### config.mk
export PLATFORM = sky130hd
export DESIGN_NAME = perf_monitor_flat
export DESIGN_NICKNAME = d
export VERILOG_FILES = /design/src/rtl/perf_monitor_if.sv /design/src/rtl/perf_monitor.sv /design/src/flat_wrapper.sv
export SDC_FILE = /design/constraint.sdc
export NUM_CORES = 1
export LEC_CHECK = 0
export CORE_ASPECT_RATIO = 0.9
export CORE_UTILIZATION = 60
export DETAILED_ROUTE_END_ITERATION = 10
export GPL_ROUTABILITY_DRIVEN = 0
export HOLD_SLACK_MARGIN = 0.15
export PLACE_DENSITY = 0.82
export RECOVER_POWER = 100
export SYNTH_ARGS = -nofsm -noshare
export SYNTH_HDL_FRONTEND = slang
export SYNTH_SLANG_ARGS = --single-unit
export TNS_END_PERCENT = 5
### constraint.sdc
create_clock -name clk -period 16.2 [get_ports clk]
set_clock_uncertainty 0.1 [all_clocks]
set_input_delay 3.24 -clock clk [delete_from_list [all_inputs] [get_ports clk]]
set_output_delay 3.24 -clock clk [all_outputs]
set_load 0.02 [all_outputs]
### src/rtl/perf_monitor_if.sv
`default_nettype none
// ============================================================================
// Module      : perf_monitor_if
// Description : Word-addressed read/control-write port of the performance
//               monitor. The master issues reads and control writes; the
//               slave (perf_monitor) returns registered read data.
// Revision    : 1.0 - initial release
// ============================================================================
interface perf_monitor_if #(
    parameter int WIDTH = 32
) ();
    logic             rd_en;
    logic [2:0]       rd_addr;
    logic [WIDTH-1:0] rd_data;
    logic             rd_valid;
    logic             wr_en;
    logic [2:0]       wr_addr;
    logic [WIDTH-1:0] wr_data;

    modport master (
        output rd_en, rd_addr, wr_en, wr_addr, wr_data,
        input  rd_data, rd_valid
    );

    modport slave (
        input  rd_en, rd_addr, wr_en, wr_addr, wr_data,
        output rd_data, rd_valid
    );
endinterface
`default_nettype wire

### src/rtl/perf_monitor.sv
`default_nettype none
// ============================================================================
// Module      : perf_monitor
// Description : Counts run cycles, retired instructions, stalls, coprocessor
//               busy cycles and coprocessor completions while in RUN. Counts
//               freeze on halt and are readable through a word-addressed port.
// Revision    : 1.0 - initial release
// ============================================================================
module perf_monitor #(
    parameter int WIDTH = 32
) (
    input  wire logic       clk,
    input  wire logic       cycle_count_rst,
    input  wire logic       en,
    input  wire logic       instr_retire,
    input  wire logic       stall,
    input  wire logic       hlt,
    input  wire logic       coproc_busy,
    input  wire logic       coproc_done,
    perf_monitor_if.slave   bus,
    output logic [1:0]      state,
    output logic            halted
);

    typedef enum logic [1:0] {
        ST_IDLE   = 2'd0,
        ST_RUN    = 2'd1,
        ST_FROZEN = 2'd2
    } state_t;

    localparam logic [WIDTH-1:0] C_ONE = {{(WIDTH-1){1'b0}}, 1'b1};

    state_t                  state_q, state_d;
    logic [4:0][WIDTH-1:0]   cnt_q, cnt_d;
    logic [4:0]              ovf_q, ovf_d;
    logic [1:0]              ctrl_q, ctrl_d;
    logic                    prev_hlt_q, prev_hlt_d;
    logic                    prev_done_q, prev_done_d;
    logic [WIDTH-1:0]        rd_data_q, rd_data_d;
    logic                    rd_valid_q, rd_valid_d;

    logic                    ctrl_wr;
    logic                    clr;
    logic                    frz;
    logic                    hlt_rise;
    logic                    done_rise;
    logic [4:0]              inc;
    logic                    unused_wr_data;

    // Decode control writes and event edges; clear overrides freeze.
    always_comb begin
        ctrl_wr        = bus.wr_en && (bus.wr_addr == 3'd7);
        clr            = ctrl_wr && bus.wr_data[0];
        frz            = ctrl_wr && bus.wr_data[1] && !bus.wr_data[0];
        hlt_rise       = hlt && !prev_hlt_q;
        done_rise      = coproc_done && !prev_done_q;
        inc            = {done_rise, coproc_busy, stall, instr_retire, 1'b1}
                         & {5{state_q == ST_RUN}};
        unused_wr_data = ^bus.wr_data[WIDTH-1:2];
    end

    // Next-state logic: IDLE/RUN follow en, RUN freezes on halt edge or
    // freeze write, only a clear write leaves FROZEN.
    always_comb begin
        state_d = state_q;
        if (clr) begin
            state_d = ST_IDLE;
        end else begin
            case (state_q)
                ST_IDLE:   if (en) state_d = ST_RUN;
                ST_RUN: begin
                    if (hlt_rise || frz) state_d = ST_FROZEN;
                    else if (!en)        state_d = ST_IDLE;
                end
                ST_FROZEN: state_d = ST_FROZEN;
                default:   state_d = ST_IDLE;
            endcase
        end
    end

    // Counter, sticky overflow, ctrl readback and edge-history updates.
    always_comb begin
        cnt_d       = cnt_q;
        ovf_d       = ovf_q;
        ctrl_d      = ctrl_wr ? bus.wr_data[1:0] : ctrl_q;
        prev_hlt_d  = hlt;
        prev_done_d = coproc_done;
        for (int i = 0; i < 5; i++) begin
            if (inc[i]) begin
                cnt_d[i] = cnt_q[i] + C_ONE;
                if (&cnt_q[i]) ovf_d[i] = 1'b1;
            end
        end
        if (clr) begin
            cnt_d = '0;
            ovf_d = '0;
        end
    end

    // Read mux samples current register values, so reads see pre-update state.
    always_comb begin
        rd_valid_d = bus.rd_en;
        rd_data_d  = rd_data_q;
        if (bus.rd_en) begin
            case (bus.rd_addr)
                3'd0:    rd_data_d = cnt_q[0];
                3'd1:    rd_data_d = cnt_q[1];
                3'd2:    rd_data_d = cnt_q[2];
                3'd3:    rd_data_d = cnt_q[3];
                3'd4:    rd_data_d = cnt_q[4];
                3'd5:    rd_data_d = WIDTH'(ovf_q);
                3'd6:    rd_data_d = WIDTH'({state_q == ST_FROZEN, state_q});
                default: rd_data_d = WIDTH'(ctrl_q);
            endcase
        end
    end

    // State register with asynchronous clear of everything.
    always_ff @(posedge clk or posedge cycle_count_rst) begin
        if (cycle_count_rst) begin
            state_q     <= ST_IDLE;
            cnt_q       <= '0;
            ovf_q       <= '0;
            ctrl_q      <= '0;
            prev_hlt_q  <= 1'b0;
            prev_done_q <= 1'b0;
            rd_data_q   <= '0;
            rd_valid_q  <= 1'b0;
        end else begin
            state_q     <= state_d;
            cnt_q       <= cnt_d;
            ovf_q       <= ovf_d;
            ctrl_q      <= ctrl_d;
            prev_hlt_q  <= prev_hlt_d;
            prev_done_q <= prev_done_d;
            rd_data_q   <= rd_data_d;
            rd_valid_q  <= rd_valid_d;
        end
    end

    assign bus.rd_data  = rd_data_q;
    assign bus.rd_valid = rd_valid_q;
    assign state        = state_q;
    assign halted       = (state_q == ST_FROZEN);

endmodule
`default_nettype wire

### src/flat_wrapper.sv
// flat-port wrapper written by rule: the top's interface ports become plain ports
module perf_monitor_flat 
#(
    parameter int WIDTH = 32
)
  (clk, cycle_count_rst, en, instr_retire, stall, hlt, coproc_busy, coproc_done, state, halted, bus_rd_en, bus_rd_addr, bus_wr_en, bus_wr_addr, bus_wr_data, bus_rd_data, bus_rd_valid);
  perf_monitor_if #(.WIDTH(WIDTH)) bus_i ();
  input  wire logic clk;
  input  wire logic cycle_count_rst;
  input  wire logic en;
  input  wire logic instr_retire;
  input  wire logic stall;
  input  wire logic hlt;
  input  wire logic coproc_busy;
  input  wire logic coproc_done;
  output logic [1:0] state;
  output logic halted;
  input wire logic [$bits(bus_i.rd_en)-1:0] bus_rd_en;
  input wire logic [$bits(bus_i.rd_addr)-1:0] bus_rd_addr;
  input wire logic [$bits(bus_i.wr_en)-1:0] bus_wr_en;
  input wire logic [$bits(bus_i.wr_addr)-1:0] bus_wr_addr;
  input wire logic [$bits(bus_i.wr_data)-1:0] bus_wr_data;
  output wire logic [$bits(bus_i.rd_data)-1:0] bus_rd_data;
  output wire logic [$bits(bus_i.rd_valid)-1:0] bus_rd_valid;
  assign bus_i.rd_en = bus_rd_en;
  assign bus_i.rd_addr = bus_rd_addr;
  assign bus_i.wr_en = bus_wr_en;
  assign bus_i.wr_addr = bus_wr_addr;
  assign bus_i.wr_data = bus_wr_data;
  assign bus_rd_data = bus_i.rd_data;
  assign bus_rd_valid = bus_i.rd_valid;
  perf_monitor #(.WIDTH(WIDTH)) u_core (.clk(clk), .cycle_count_rst(cycle_count_rst), .en(en), .instr_retire(instr_retire), .stall(stall), .hlt(hlt), .coproc_busy(coproc_busy), .coproc_done(coproc_done), .bus(bus_i), .state(state), .halted(halted));
endmodule
==> out/metrics.csv, run 1 <==
metric,value,unit
grt_use_met3,4.21,%
cts-root-buf,clkbuf_16,
clock_sinks,204,
ys_seq_elements,204,
start_util,61.4,%
rsz0062_at_grt,false,
path_class,in2reg,
synth_nets,1196,
syn_inst,1143,
rows,46,
async_reset_ff_share,100,%
drt_first_pass_iters,7,
crit_path_end_kind,register,
die_w,144,µm
status,finished with violations,
cts_buffers,22,
cp.required,16.48,ns
antenna_found_initial,0,
grt_pass1_vias,8401,
cts_tree,yes,
rr_worst_depth,6,
cts.repair.resized,0,
io_buffers,53,
place_hpwl,18100,µm
use_met1,44.0,%
power,1.32,mW
period_needed,10.08,ns
power.density,108,nW/µm²
swShare,28.4,%
fmax,99.2,MHz
min_delay_path_depth,1,
drive_gt1_share,4.97,%
synth.area.top_cells,"dfrtp_1 47%, xor2_1 6.9%, nor2_1 5.4%, nand4_1 4.3%, mux2i_1 3.1%",
startpoint_type,input port,
cts_hold_buf,0,
relSlewSlack,-287,%
fin_hold_ws,0.380,ns
drtIter0Drc,1080,
post_cts_buffers,0,
worstMarginPinSlew,5.77,ns
power_frac_seq,47.9,%
grt_usage,30.1,%
final_max_slew_viol_count,338,
p_sw,0.375,mW
num-fill-cells,1351,
path_clk_slew,0.06,ns
clk_path_buf_depth,3,
die-area,18600,µm²
yosysMostFrequentCell,dfrtp_1,
irDropWorstVdd,70.3,µV
pwr-share-comb,13.2,%
drt-total-wl,26900,µm
io-pin-count,84,
area_delta_synth_final,12.9,%
internal-power,0.944,mW
setup_viol,0,
coreArea,17700,µm²
critPathMaxFanout,84,
synth_top_area_share,47.1,%
use_met2,47.3,%
overflow,0,
ant_nets,0,
grt_max_degree,136,
multiInputGateArea,5340,µm²
p_leak,5.26,nW
finalHoldViolCount,0,
timing.final.crit_share,62.2,%
grt_pass1_wl,43700,µm
ys_top_cells_by_count,"204 x dfrtp_1, 155 x nor2_1, 86 x xor2_1",
p_clk_share,38.9,%
via_count,9069,
cp.arrival,10.36,ns
grt.busiest_layer,met2,
violations,"max-capacitance violations, max-slew violations",
yosysSeqAreaShare,47.1,%
synth_flop_cell,dfrtp_1,
clock_latency,0.50,ns
viasPerCell,6.36,
synth_area_per_cell,9.49,µm²
synth_warnings,0,
finalNetCount,1226,
synth_area_leader_cell,dfrtp_1,
setup-tns-final,0,ns
hp-class,reg2reg,
max_cap_violations,4,
drc,0,
die-height,130,µm
wl_per_cell,18.8,µm
seqCellArea,5100,µm²
post_synth_instance_area,10800,µm²
htree_levels,1,
num_antenna_cells,0,
synth_edf_count,0,
synth.distinct_cells,59,
-- power groups by stage --
stage	Sequential, mW	Combinational, mW	Clock (mW)
floorplan	0.619	0.122	0
global placement	0.635	0.169	0
detailed placement	0.638	0.175	0
CTS	0.629	0.178	0.518
global route	0.639	0.194	0.537
finish	0.632	0.174	0.513
-- kinds of logic after synthesis --
| group | share of synthesized area (%) |
|---|---|
| buf+inv | 3.77 |
| xor+xnor | 9.77 |
| mux | 3.86 |
| compound gates | 11.5 |
| fa+ha+maj | 0.577 |
| flops | 47.1 |
| simple gates | 23.4 |
-- state kept, by name (all words and copies together), names as in the netlist --
| name | cells |
|---|---|
| u_core.bus.rd_data | 32 |
| u_core.bus.rd_valid | 1 |
| u_core.cnt_q | 160 |
| u_core.ctrl_q | 2 |
| u_core.ovf_q | 5 |
| u_core.prev_done_q | 1 |
| u_core.prev_hlt_q | 1 |
| u_core.state | 2 |
-- per-layer routing --
layer / vias to the layer above / part of all wire, %
met1: 4450 / 44
met3: 46 / 7.9
met2: 383 / 46
li1: 4190 / -
met5: - / 0
met4: 0 / 2.1
-- area by class of cell --
cell class	instances	area share, %
clock buffer	33	5.41
clock inverter	4	0.603
inverter	50	1.54
multi-input combinational	833	43.6
sequential	204	41.7
tap	240	2.45
timing repair buffer	62	4.75
-- stage by stage --
| step | setup WS [ns] | area, µm² | cells | utilization, % |
|---|---|---|---|---|
| after global routing | 5.53 | 12200 | 1426 | 69.3 |
| after global placement | 9.93 | 11500 | 1389 | 65.3 |
| after detailed placement | 9.90 | 11500 | 1389 | 65.3 |
| after floorplan | 7.29 | 10800 | 1143 | - |
| after CTS | 10.40 | 12300 | 1426 | 69.5 |
| final | 6.12 | 12200 | 1426 | 69.3 |
-- critical path, cell delays in order --
cell	delay, ns
dlygate4sd3_1	0.55
and4_1	0.43
and2_0	2.90
clkbuf_1	2.75
nor4_1	0.12
o21bai_1	0.30
-- path summary, 6_finish.rpt --
path                                          endpoint                   start  slack (ns)
min in group asynchronous           u_core.prev_done_q         cycle_count_rst        4.92
worst min register to register  u_core.bus.rd_data[29]  u_core.bus.rd_data[29]        0.38
max in group asynchronous             u_core.cnt_q[82]         cycle_count_rst        8.44
worst min-delay path            u_core.bus.rd_data[29]  u_core.bus.rd_data[29]        0.38
worst max register to register       u_core.cnt_q[155]         u_core.state[1]       13.24
worst max-delay path                  u_core.cnt_q[51]          bus_wr_addr[2]        6.12
-- cell usage in the layout, fill, tap and decap left out, types with 3 or more instances in the layout --
master | netlist | layout
a221oi_1 | 28 | 28
buf_4 | 1 | 6
mux2i_1 | 34 | 34
nor3_2 | 2 | 4
nand4_1 | 74 | 75
o21a_1 | 6 | 6
o21ai_0 | 32 | 32
clkdlybuf4s50_1 | 0 | 11
o32ai_1 | 4 | 4
clkbuf_8 | 0 | 5
and2_1 | 11 | 9
and4_1 | 11 | 11
a31oi_1 | 5 | 5
o31ai_1 | 6 | 6
nand3_1 | 59 | 59
clkbuf_16 | 0 | 23
nor2_1 | 155 | 155
and2_0 | 1 | 3
a21oi_1 | 34 | 34
nor3_1 | 20 | 18
nand2b_1 | 3 | 3
ha_1 | 5 | 5
o22ai_1 | 28 | 28
and3_1 | 22 | 22
dfrtp_1 | 204 | 204
xnor2_1 | 35 | 35
dlygate4sd3_1 | 0 | 41
clkbuf_1 | 46 | 8
a22oi_1 | 3 | 3
or4_1 | 7 | 7
nor2b_1 | 4 | 4
or3_1 | 23 | 23
nand2_1 | 65 | 65
o2bb2ai_1 | 23 | 23
nand4b_1 | 3 | 3
mux2_2 | 3 | 3
inv_1 | 50 | 49
xor2_1 | 86 | 86
nor4_1 | 10 | 10
Power figures use the tool's default switching activity.
==> run 2, diff against run 1 <==
Settings changed: CORE_UTILIZATION 60 to 59, PLACE_DENSITY 0.82 to 0.8.
Clock period 16.2 ns to 9.4 ns, I/O delays scaled along.
==> run 2 against run 1 <==
Effect of this change: cell count rose by 0.21%; the run still ends with max-capacitance violations, max-slew violations left; register-to-register slack got worse by 6.8 ns; combinational power rose by 73%; sequential share of layout area fell by 0.12 points; die area rose by 1.7%; count of clock-buffer cells in the layout did not move; global-route usage fell by 0.98 points; wire length fell by 0.86%; hold slack improved by 0.0066 ns; worst setup slack got worse by 3.2 ns; critical path depth fell by 1; cell area rose by 0.30%.
==> out/metrics.csv, run 2 (synthesis gave the netlist of run 1 again) <==
metric,value,unit,change
area_delta_synth_final,13.3,%,
holdPathEnd,u_core.ctrl_q[0],,
drtIter0Drc,980,,-9.3%
max_cap_violations,3,,-1
io_buffers,53,,unchanged
fin_hold_ws,0.387,ns,+0.00658 ns
drt-total-wl,26600,µm,-0.86%
ant_nets,0,,unchanged
wl_per_cell,18.6,µm,-1.1%
grt_max_degree,103,,-24%
min_from,u_core.ctrl_q[0],,
max_stage_delay,2.70,ns,-0.20 ns
cts_tree,yes,,
min_delay_path_depth,2,,+1
violations,"max-capacitance violations, max-slew violations",,
finalNetCount,1228,,+0.16%
power.density,187,nW/µm²,+74%
placed_cell_area,11600,µm²,+0.13%
rsz0062_at_grt,false,,
grt.busiest_layer,met2,,
overflow,0,,unchanged
place_hpwl,18200,µm,+0.63%
die-area,18900,µm²,+1.7%
drt_first_pass_iters,5,,-2
cts_buffers,22,,unchanged
setup-tns-final,0,ns,unchanged
finalHoldViolCount,0,,unchanged
coreArea,17800,µm²,+0.65%
setup_viol,0,,unchanged
final_cell_area,12300,µm²,+0.30%
drive_gt1_share,5.21,%,+0.24 points
num-fill-cells,1358,,+0.52%
die_w,145,µm,+0.83%
ff2ff_setup_slack,6.43,ns,-6.81 ns
cp.arrival,6.66,ns,-3.70 ns
clock_latency,0.51,ns,about the same
crit_slowest_cell,clkbuf_1,,
timing.final.crit_share,69.4,%,
multiInputGateArea,5340,µm²,about the same
critical_path.cell_chain,"dlygate4sd3_1, and4_1, and2_4, clkbuf_1, o31ai_1",,
p_leak,5.28,nW,+0.32%
num_antenna_cells,0,,unchanged
period_needed,6.52,ns,
grt_pass1_wl,43800,µm,+0.27%
clock_sinks,204,,unchanged
cts-root-buf,clkbuf_16,,
path_clk_slew,0.06,ns,about the same
startpoint_type,input port,,
clk_path_buf_depth,3,,unchanged
htree_levels,1,,unchanged
use_met1,42.6,%,-1.4 points
status,finished with violations,,
crit_path_end_kind,register,,
crit-reg2reg-launch,u_core.state[0],,
irDropWorstVdd,178,µV,+150%
antenna_found_initial,0,,unchanged
relSlewSlack,-202,%,+85 points
drc,0,,unchanged
seqCellArea,5100,µm²,unchanged
path_class,in2reg,,
viasPerCell,6.33,,-0.45%
fmax,153,MHz,
grt_use_met3,3.99,%,-0.22 points
final_common_cell,dfrtp_1,,
grt_pass1_vias,8321,,-0.95%
grt_usage,29.1,%,-0.98 points
rr_worst_depth,6,,unchanged
regMostFlops,u_core.cnt_q,,
io-pin-count,84,,unchanged
via_count,9047,,-0.24%
rr_endpoint,u_core.cnt_q[156],,
cts_hold_buf,0,,unchanged
cp.required,9.53,ns,-6.95 ns
die-height,131,µm,+0.83%
start_util,61.0,%,-0.40 points
worstMarginPinSlew,4.51,ns,-1.26 ns
post_cts_buffers,0,,unchanged
cts.repair.resized,0,,unchanged
critPathMaxFanout,85,,+1.2%
final_max_slew_viol_count,228,,-33%
use_met2,45.9,%,-1.4 points
hp-class,reg2reg,,
largest_reg_flops,160,,unchanged
final_cell_mix,"204 x dfrtp_1, 155 x nor2_1, 86 x xor2_1",,
rows,46,,unchanged
-- run 2: cell types whose count changed in the layout (fill, tap and decap cells not counted) --
cell        delta
and2_4         +1
clkinvlp_4     +1
and2_1         +1
inv_6          -1
and2_0         -2
clkbuf_1       +1
buf_4          +2
bufinv_16      +1
clkbuf_8       -1
-- run 2: worst max-delay path: cells and delay by family --
family                 cells  cell delay, ns
AOI/OAI and AO/OA          1            0.30
buffers and inverters      2            3.25
and+or+nand+nor            2            1.19
-- run 2: area by class of cell --
cell class / instances / area share [%]
Multi-Input combinational cell: 833 / 43.5
Sequential cell: 204 / 41.6
Clock buffer: 33 / 5.32
Timing Repair Buffer: 64 / 4.86
Tap cell: 240 / 2.44
Inverter: 50 / 1.54
Clock inverter: 5 / 0.835
-- run 2: per-layer routing --
layer	part of all wire [%]	vias to the layer above
li1	-	4197
met1	45	4410
met2	45	389
met3	8.3	51
met4	2.3	0
met5	0	-
-- run 2: through the flow --
step / util (%) / power (mW) / setup WS (ns) / instances
5_1_grt: 69.1 / 2.39 / 2.44 / 1429
4_1_cts: 69.2 / 2.31 / 4.97 / 1429
6_report: 69.1 / 2.30 / 2.88 / 1429
3_3_place_gp: 65.0 / 1.39 / 4.48 / 1391
3_5_place_dp: 65.0 / 1.40 / 4.43 / 1391
2_1_floorplan: - / 1.28 / 1.85 / 1143
-- run 2: where the power goes --
| part | internal, mW | switching, mW | leakage [nW] |
|---|---|---|---|
| Combinational | 0.126 | 0.175 | 2.14 |
| Sequential | 0.961 | 0.127 | 2.77 |
| Clock | 0.560 | 0.347 | 0.366 |
-- run 2: worst max-delay path by stage --
| stage | start | end | cells past startpoint |
|---|---|---|---|
| after floorplan | cycle_count_rst | u_core.bus.rd_data[0] | 1 |
| after global placement | bus_wr_en | u_core.cnt_q[51] | 6 |
| after detailed placement | bus_wr_en | u_core.cnt_q[51] | 6 |
| after global routing | cycle_count_rst | u_core.cnt_q[104] | 4 |
| after CTS | bus_wr_en | u_core.cnt_q[51] | 6 |
| final | bus_wr_addr[2] | u_core.ovf_q[0] | 5 |
==> run 3, diff against run 2 <==
Clock period 9.4 ns to 6.1 ns, I/O delays scaled along.
==> run 3 against run 2 <==
Effect of this change: the run still ends with max-capacitance violations, max-slew violations left; utilization down 0.18 points; global-route usage up 0.37 points; non-clock buffer count unchanged; via count down 0.62%; worst setup slack worse by 1.3 ns; critical path type is now in2async; critical endpoint is now u_core.bus.rd_data[13].
==> out/metrics.csv, run 3 (synthesis gave the netlist of run 1 again) <==
metric,value,unit,change
final_common_cell,dfrtp_1,,
path_class,in2async,,
p_leak,5.28,nW,about the same
regMostFlops,u_core.cnt_q,,
grt_pass1_vias,8506,,+2.2%
viasPerCell,6.28,,-0.76%
drtIter0Drc,851,,-13%
start_util,61.0,%,unchanged
cts.repair.resized,0,,unchanged
drt-total-wl,26900,µm,+0.93%
largest_reg_flops,160,,unchanged
power.density,284,nW/µm²,+52%
status,finished with violations,,
critPathMaxFanout,182,,+110%
grt_max_degree,183,,+78%
finalHoldViolCount,0,,unchanged
period_needed,4.49,ns,
critical_path.cell_chain,"dlygate4sd3_1, clkinvlp_2, clkbuf_4",,
coreArea,17800,µm²,unchanged
cp.arrival,4.47,ns,-2.19 ns
area_delta_synth_final,13.0,%,
max_stage_delay,1.77,ns,-0.93 ns
relSlewSlack,-65.7,%,+140 points
grt_usage,29.5,%,+0.37 points
clock_sinks,204,,unchanged
path_clk_slew,0.06,ns,about the same
timing.final.crit_share,73.6,%,
cts_hold_buf,0,,unchanged
fmax,223,MHz,
cts_buffers,22,,unchanged
violations,"max-capacitance violations, max-slew violations",,
ant_nets,0,,unchanged
power,3.48,mW,+52%
setup-tns-final,0,ns,unchanged
cp.required,6.08,ns,-3.45 ns
antenna_found_initial,0,,unchanged
grt_pass1_wl,44400,µm,+1.5%
place_hpwl,18600,µm,+1.9%
final_cell_mix,"204 x dfrtp_1, 155 x nor2_1, 86 x xor2_1",,
cts-root-buf,clkbuf_16,,
finalNetCount,1228,,unchanged
setup_viol,0,,unchanged
startpoint_type,input port,,
crit_path_end_kind,asynchronous set/reset pin,,
crit_slowest_cell,clkbuf_4,,
drc,0,,unchanged
final_max_slew_viol_count,257,,+13%
die-area,18900,µm²,unchanged
rsz0062_at_grt,false,,
overflow,0,,unchanged
cts_tree,yes,,
drt_first_pass_iters,5,,unchanged
finish.utilization,68.9,%,-0.18 points
wl_per_cell,18.8,µm,+0.79%
setup_ws,1.61,ns,-1.27 ns
rows,46,,unchanged
max_cap_violations,3,,unchanged
irDropWorstVdd,163,µV,-8.7%
die-height,131,µm,unchanged
dp_slack,1.81,ns,-2.63 ns
clock_latency,0.51,ns,about the same
htree_levels,1,,unchanged
num_antenna_cells,0,,unchanged
fin_hold_ws,0.381,ns,-0.00604 ns
io_buffers,53,,unchanged
worstMarginPinSlew,2.49,ns,-2.02 ns
drive_gt1_share,5.54,%,+0.33 points
hp-class,reg2reg,,
post_cts_buffers,0,,unchanged
io-pin-count,84,,unchanged
via_count,8991,,-0.62%
die_w,145,µm,unchanged
clk_path_buf_depth,3,,unchanged
[run 3: layer usage]
| layer | wire length (µm) | vias to the layer above | GRT usage, % |
|---|---|---|---|
| li1 | - | 4189 | - |
| met1 | 12100 | 4415 | 42.5 |
| met2 | 12200 | 327 | 46.2 |
| met3 | 1940 | 60 | 4.69 |
| met4 | 670 | 0 | 9.01 |
| met5 | 0 | - | 0 |
[run 3: path summary, 6_finish.rpt]
path / from / endpoint / slack [ns] / cells past startpoint
min in group asynchronous: cycle_count_rst / u_core.cnt_q[129] / 1.23 / 2
max: cycle_count_rst / u_core.bus.rd_data[13] / 1.61 / 3
max in group clk: bus_rd_en / u_core.bus.rd_data[24] / 1.92 / 4
min: u_core.ctrl_q[0] / u_core.ctrl_q[0] / 0.38 / 2
min reg2reg: u_core.ctrl_q[0] / u_core.ctrl_q[0] / 0.38 / 2
max reg2reg: u_core.state[1] / u_core.cnt_q[158] / 3.22 / 6
[run 3: power breakdown]
group | internal, mW | switching (mW)
clock network | 0.785 | 0.549
registers | 1.48 | 0.198
logic | 0.193 | 0.275
total | 2.46 | 1.02
[run 3: through the flow]
| step | area, µm² | std cells |
|---|---|---|
| finish | 12300 | 1431 |
| global route | 12300 | 1431 |
| floorplan | 10800 | 1143 |
| detailed placement | 11600 | 1391 |
| global placement | 11600 | 1391 |
| CTS | 12300 | 1431 |
[run 3: layout make-up]
class | instances | area (µm²)
inverter | 50 | 189
timing repair buffer | 64 | 589
clock inverter | 7 | 38.8
sequential | 204 | 5100
multi-input combinational | 833 | 5340
fill | 1338 | 5530
tap | 240 | 300
clock buffer | 33 | 693
[run 3: critical path, delay by kind of cell]
kind	cells	cell delay, ns
buf+inv	3	2.92
